===== src/rtl/seq_controller.sv =====
// Instruction-cycle sequencer: fetch, interrupt entry, decode, extension word,
// memory wait, 4-phase I/O handshake and execute, with a watchdog on every wait state.
module seq_controller #(
    parameter int unsigned OPC_W     = 6,
    parameter int unsigned NUM_OPS   = 46,
    parameter logic [63:0] LONG_MASK = 64'h0000_0700_2AAA_AAAA,
    parameter logic [63:0] MEM_MASK  = 64'h0000_000F_0000_0000,
    parameter logic [63:0] IO_MASK   = 64'h0000_00F0_0000_0000,
    parameter int unsigned TMO_W     = 8,
    parameter int unsigned TMO_CYC   = 200
) (
    input  logic             g_clk,
    input  logic             g_clr,
    input  logic             run,
    input  logic             i_pending,
    input  logic [OPC_W-1:0] opcode,
    input  logic             i_odv,
    input  logic             d_odv,
    input  logic             hs_in,
    output logic             i_req,
    output logic             ir_ld,
    output logic             ext_ld,
    output logic             d_req,
    output logic             hs_out,
    output logic             exec,
    output logic [OPC_W-1:0] op_q,
    output logic             int_save,
    output logic             int_ack,
    output logic             trap,
    output logic             bus_err,
    output logic [3:0]       state_o
);

    typedef enum logic [3:0] {
        S_IDLE     = 4'd0,
        S_INT_SAVE = 4'd1,
        S_INT_VEC  = 4'd2,
        S_FETCH    = 4'd3,
        S_DECODE   = 4'd4,
        S_EXT      = 4'd5,
        S_MEM      = 4'd6,
        S_IO_REQ   = 4'd7,
        S_IO_REL   = 4'd8,
        S_EXEC     = 4'd9,
        S_TRAP     = 4'd10
    } state_e;

    state_e           state_q, state_d;
    logic [TMO_W-1:0] wdog_q, wdog_d;
    logic             bus_err_q;

    // Mask lookup by opcode value; mask bits beyond the opcode space are never reached.
    function automatic logic mask_bit(input logic [63:0] mask, input logic [OPC_W-1:0] op);
        logic b;
        b = 1'b0;
        for (int unsigned n = 0; n < 64; n++) begin
            if (32'(op) == n) b = mask[n];
        end
        return b;
    endfunction

    logic is_ill_c, is_long_c, is_mem_c, is_io_c;
    logic waiting_c, cond_c, stall_c, tmo_c;

    always_comb begin
        is_ill_c  = (32'(op_q) >= NUM_OPS);
        is_long_c = mask_bit(LONG_MASK, op_q);
        is_mem_c  = mask_bit(MEM_MASK, op_q);
        is_io_c   = mask_bit(IO_MASK, op_q);
    end

    // Watchdog: a stall is a wait-state cycle whose awaited condition is false.
    always_comb begin
        waiting_c = 1'b0;
        cond_c    = 1'b0;
        case (state_q)
            S_FETCH, S_EXT: begin waiting_c = 1'b1; cond_c = i_odv;  end
            S_MEM:          begin waiting_c = 1'b1; cond_c = d_odv;  end
            S_IO_REQ:       begin waiting_c = 1'b1; cond_c = hs_in;  end
            S_IO_REL:       begin waiting_c = 1'b1; cond_c = !hs_in; end
            default:        ;
        endcase
        stall_c = waiting_c && !cond_c;
        tmo_c   = stall_c && (TMO_CYC != 0)
                  && ((64'(wdog_q) + 64'd1) >= 64'(TMO_CYC));
    end

    always_ff @(posedge g_clk or posedge g_clr) begin
        if (g_clr) begin
            state_q   <= S_IDLE;
            wdog_q    <= '0;
            bus_err_q <= 1'b0;
            op_q      <= '0;
        end else begin
            state_q   <= state_d;
            wdog_q    <= wdog_d;
            bus_err_q <= tmo_c;
            if (state_q == S_FETCH && i_odv) op_q <= opcode;
        end
    end

    always_comb begin
        state_d = state_q;
        case (state_q)
            S_IDLE:     if (run) state_d = i_pending ? S_INT_SAVE : S_FETCH;
            S_INT_SAVE: state_d = S_INT_VEC;
            S_INT_VEC:  state_d = S_FETCH;
            S_FETCH:    if (i_odv) state_d = S_DECODE;
            S_DECODE: begin
                if (is_ill_c)       state_d = S_TRAP;
                else if (is_long_c) state_d = S_EXT;
                else if (is_mem_c)  state_d = S_MEM;
                else if (is_io_c)   state_d = S_IO_REQ;
                else                state_d = S_EXEC;
            end
            S_EXT: begin
                if (i_odv) begin
                    if (is_mem_c)     state_d = S_MEM;
                    else if (is_io_c) state_d = S_IO_REQ;
                    else              state_d = S_EXEC;
                end
            end
            S_MEM:      if (d_odv) state_d = S_EXEC;
            S_IO_REQ:   if (hs_in) state_d = S_IO_REL;
            S_IO_REL:   if (!hs_in) state_d = S_EXEC;
            S_EXEC:     state_d = S_IDLE;
            S_TRAP:     state_d = S_IDLE;
            default:    state_d = S_IDLE;
        endcase
        if (tmo_c) state_d = S_IDLE;
    end

    // Counter restarts on any state change and saturates rather than wrapping.
    always_comb begin
        wdog_d = wdog_q;
        if (state_d != state_q)
            wdog_d = '0;
        else if (stall_c && (wdog_q != '1))
            wdog_d = wdog_q + TMO_W'(1);
    end

    always_comb begin
        i_req    = 1'b0;
        ir_ld    = 1'b0;
        ext_ld   = 1'b0;
        d_req    = 1'b0;
        hs_out   = 1'b0;
        exec     = 1'b0;
        int_save = 1'b0;
        int_ack  = 1'b0;
        trap     = 1'b0;
        case (state_q)
            S_INT_SAVE: int_save = 1'b1;
            S_INT_VEC:  int_ack  = 1'b1;
            S_FETCH:    begin i_req = 1'b1; ir_ld  = i_odv; end
            S_EXT:      begin i_req = 1'b1; ext_ld = i_odv; end
            S_MEM:      d_req  = 1'b1;
            S_IO_REQ:   hs_out = 1'b1;
            S_EXEC:     exec   = 1'b1;
            S_TRAP:     trap   = 1'b1;
            default:    ;
        endcase
    end

    assign bus_err = bus_err_q;
    assign state_o = state_q;

endmodule

===== config.mk =====
export PLATFORM = sky130hd
export DESIGN_NAME = seq_controller
export DESIGN_NICKNAME = d
export VERILOG_FILES = /design/src/rtl/seq_controller.sv
export SDC_FILE = /design/constraint.sdc
export NUM_CORES = 1
export LEC_CHECK = 0
export ABC_AREA = 0
export BUFFER_PORTS_ARGS = -buffer_cell sky130_fd_sc_hd__buf_2
export CAP_MARGIN = 20
export CORE_ASPECT_RATIO = 1.5
export CORE_MARGIN = 3
export CORE_UTILIZATION = 41
export CTS_BUF_LIST = sky130_fd_sc_hd__clkbuf_4 sky130_fd_sc_hd__clkbuf_8
export DETAILED_ROUTE_END_ITERATION = 7
export GPL_TIMING_DRIVEN = 0
export SLEW_MARGIN = 20
export SYNTH_ARGS = -nofsm -noshare
export SYNTH_HDL_FRONTEND = slang
export SYNTH_SLANG_ARGS = --single-unit

===== constraint.sdc =====
create_clock -name g_clk -period 2.5 [get_ports g_clk]
set_input_delay 0.25 -clock g_clk [delete_from_list [all_inputs] [get_ports g_clk]]
set_output_delay 0.25 -clock g_clk [all_outputs]
set_load 0.1 [all_outputs]

==> impl_metrics.json <==
{
  "outcome": "finished clean",
  "avgSynthCellArea_um2": 9.83,
  "cts_made_buffers": 3,
  "tightest_slew_ps": 732,
  "clk_latency_ps": 250,
  "numPortBuffers": 32,
  "slew_headroom": 0.511,
  "drive_gt1_frac": 0.517,
  "utilization": 0.546,
  "antenna_cells": 0,
  "die_h_um": 83.0,
  "path_cells": "buf_6 > nor2b_1 > maj3_2 > a21o_2 > and2_1 > nor2_4 > buf_6",
  "critPathArrivalTime_ps": 2170,
  "wire_per_inst_um": 16.8,
  "ys_warn_count": 0,
  "fillers": 339,
  "synth.area.top_cells": "dfrtp_1 29%, buf_6 6.3%, nor3_2 4.3%",
  "drtIter0Drc": 31,
  "async_flop_share": 1.00,
  "syn_area_um2": 1620,
  "slew_viol_final": 0,
  "drtPass1Iterations": 4,
  "grt_antenna_before_repair": 0,
  "critical_path_class": "reg2out",
  "io_pins": 33,
  "track_usage": 0.179,
  "synthesis.nets": 180,
  "synth.top_cell.area_share": 0.293,
  "synth_cell_type_count": 58,
  "ant_nets": 0,
  "cp_max_fo": 8,
  "grt_pass1_vias": 1472,
  "nets": 221,
  "synth_top_flop_cell": "dfrtp_1",
  "rsz0062_at_grt": "no",
  "fp.dieW_um": 57.4,
  "cp_slowest_stage_delay_ps": 480,
  "critPathBufInv": 2,
  "dp_cells": 240,
  "fin_cells": 248,
  "final_area_um2": 2050,
  "use_met2": 0.329,
  "maxCapViolCount": 0,
  "hold_path_class": "in2async",
  "die-area_um2": 4760,
  "post_drt_via_cell_ratio": 5.74,
  "synth_top_area_cell": "dfrtp_1",
  "synthTopCellsByCount": "19 x dfrtp_1, 13 x nor2_1, 10 x nand2_1",
  "dpl.hpwl_um": 3180,
  "drc_errors": 0,
  "startpoint_type": "register",
  "cp_data_required_time_ps": 2250,
  "cts_tree": "yes",
  "max_freq_ghz": 0.413,
  "grt_busiest_layer": "met2",
  "synth.most_common_cell": "dfrtp_1",
  "critPathTopFamily": "flip-flops",
  "synth_edf_count": 0,
  "skew_ps": 2.76,
  "cts_sinks": 19,
  "cts_buffer_depth": 2,
  "grt_overflow": 0,
  "clk_pin_slew_ps": 70,
  "num_rows": 27,
  "use_met1": 0.198,
  "synth-seq-area-share": 0.293,
  "r2r_setup_slack_ps": 150,
  "grtUsageMet3": 0.0218,
  "min_period_ps": 2420,
  "finalWirelength_um": 4160,
  "grt_first_pass_wirelength_um": 6980,
  "gp_congestion": 0.923,
  "setup_ws_ps": 80.7,
  "hold_viol_final": 0,
  "fin_crit_sh": 0.968,
  "coreArea_um2": 3750,
  "htreeDepth": 1,
  "cts_hold_buf": 0,
  "slowest_stage": "dfrtp_4",
  "num_vias": 1423,
  "cts_root_buffer": "clkbuf_8",
  "ys_ff_latch": 19,
  "pre_cts_ws_ps": -70.7,
  "netlist_instances": 165,
  "worst_setup_path_end_kind": "primary output",
  "area_delta_synth_final_pct": 26.3,
  "setup_viol": 0,
  "start_util": 0.432,
  "placed_area_um2": 1900,
  "grt_max_degree": 20,
  "cpMostUsedCell": "buf_6"
}
layer usage:
layer | share of wire | vias up
met1 | 0.39 | 710
met3 | 0.019 | 8
met2 | 0.58 | 22
li1 | - | 683
met4 | 0.016 | 0
met5 | 0 | -
cell type report:
type | instances | area, µm² | share of cell area
multi-input combinational | 128 | 1100 | 0.538
sequential | 19 | 487 | 0.238
inverter | 9 | 37.5 | 0.0183
buffer | 10 | 109 | 0.0531
clock buffer | 3 | 41.3 | 0.0202
timing repair buffer | 35 | 214 | 0.104
clock inverter | 1 | 5.00 | 0.00244
tap | 43 | 53.8 | 0.0263
repair_timing:
action / in CTS / in global routing
setup endpoints to repair: 9 / 9
setup buffers: 1 / 2
endpoints found under the hold margin: 0 / 0
pin swaps: 1 / 2
cloned: 0 / 1
resized for setup: 2 / 8
path summary, 6_finish.rpt:
kind,from,to,cells after the start
max in group asynchronous,g_clr,state_o[0],2
min in group g_clk,opcode[1],op_q[1],2
min,g_clr,op_q[3],2
min reg2reg,op_q[0],op_q[0],1
max reg2reg,wdog_q[0],wdog_q[7],9
max,state_o[0],int_ack,7
layout by cell type (no fill, tap or decap), drive strengths merged, types with 2 or more instances in the layout:
cell | Yosys | layout
mux2i | 2 | 2
nand2 | 10 | 10
clkbuf | 0 | 3
xor2 | 6 | 6
a21o | 2 | 2
o2111ai | 2 | 2
o21ai | 8 | 8
nor2 | 13 | 13
inv | 9 | 8
nand2b | 4 | 4
and4 | 2 | 2
and2 | 7 | 7
dfrtp | 19 | 19
mux2 | 6 | 6
o311ai | 3 | 3
nor3 | 12 | 12
and3 | 7 | 7
a2111oi | 3 | 3
a31oi | 2 | 2
or3 | 2 | 2
xnor2 | 2 | 2
nand3 | 5 | 5
ha | 2 | 2
nor2b | 4 | 4
nand4 | 2 | 2
a22o | 2 | 2
o211ai | 2 | 3
a32oi | 2 | 2
buf | 10 | 45
registers in the layout, indices dropped and copies added (netlist names):
name	flops
bus_err	1
op_q	6
state_o	4
wdog_q	8
per-stage QoR:
step	setup TNS (ps)	hold WS (ps)
2_1_floorplan	-1270	201
3_3_place_gp	-41.7	407
3_5_place_dp	-484	415
4_1_cts	0	137
5_1_grt	0	179
6_report	0	108
logic make-up after synthesis:
logic type / Yosys count / synth area share
flops: 19 / 0.293
fa+ha+maj: 3 / 0.0224
simple gates: 74 / 0.291
compound gates: 34 / 0.208
buf+inv: 19 / 0.0880
mux: 8 / 0.0540
xor+xnor: 8 / 0.0432
Power is not shown: default switching activity piles up to over one toggle a cycle in this logic, so the estimate is an artifact.
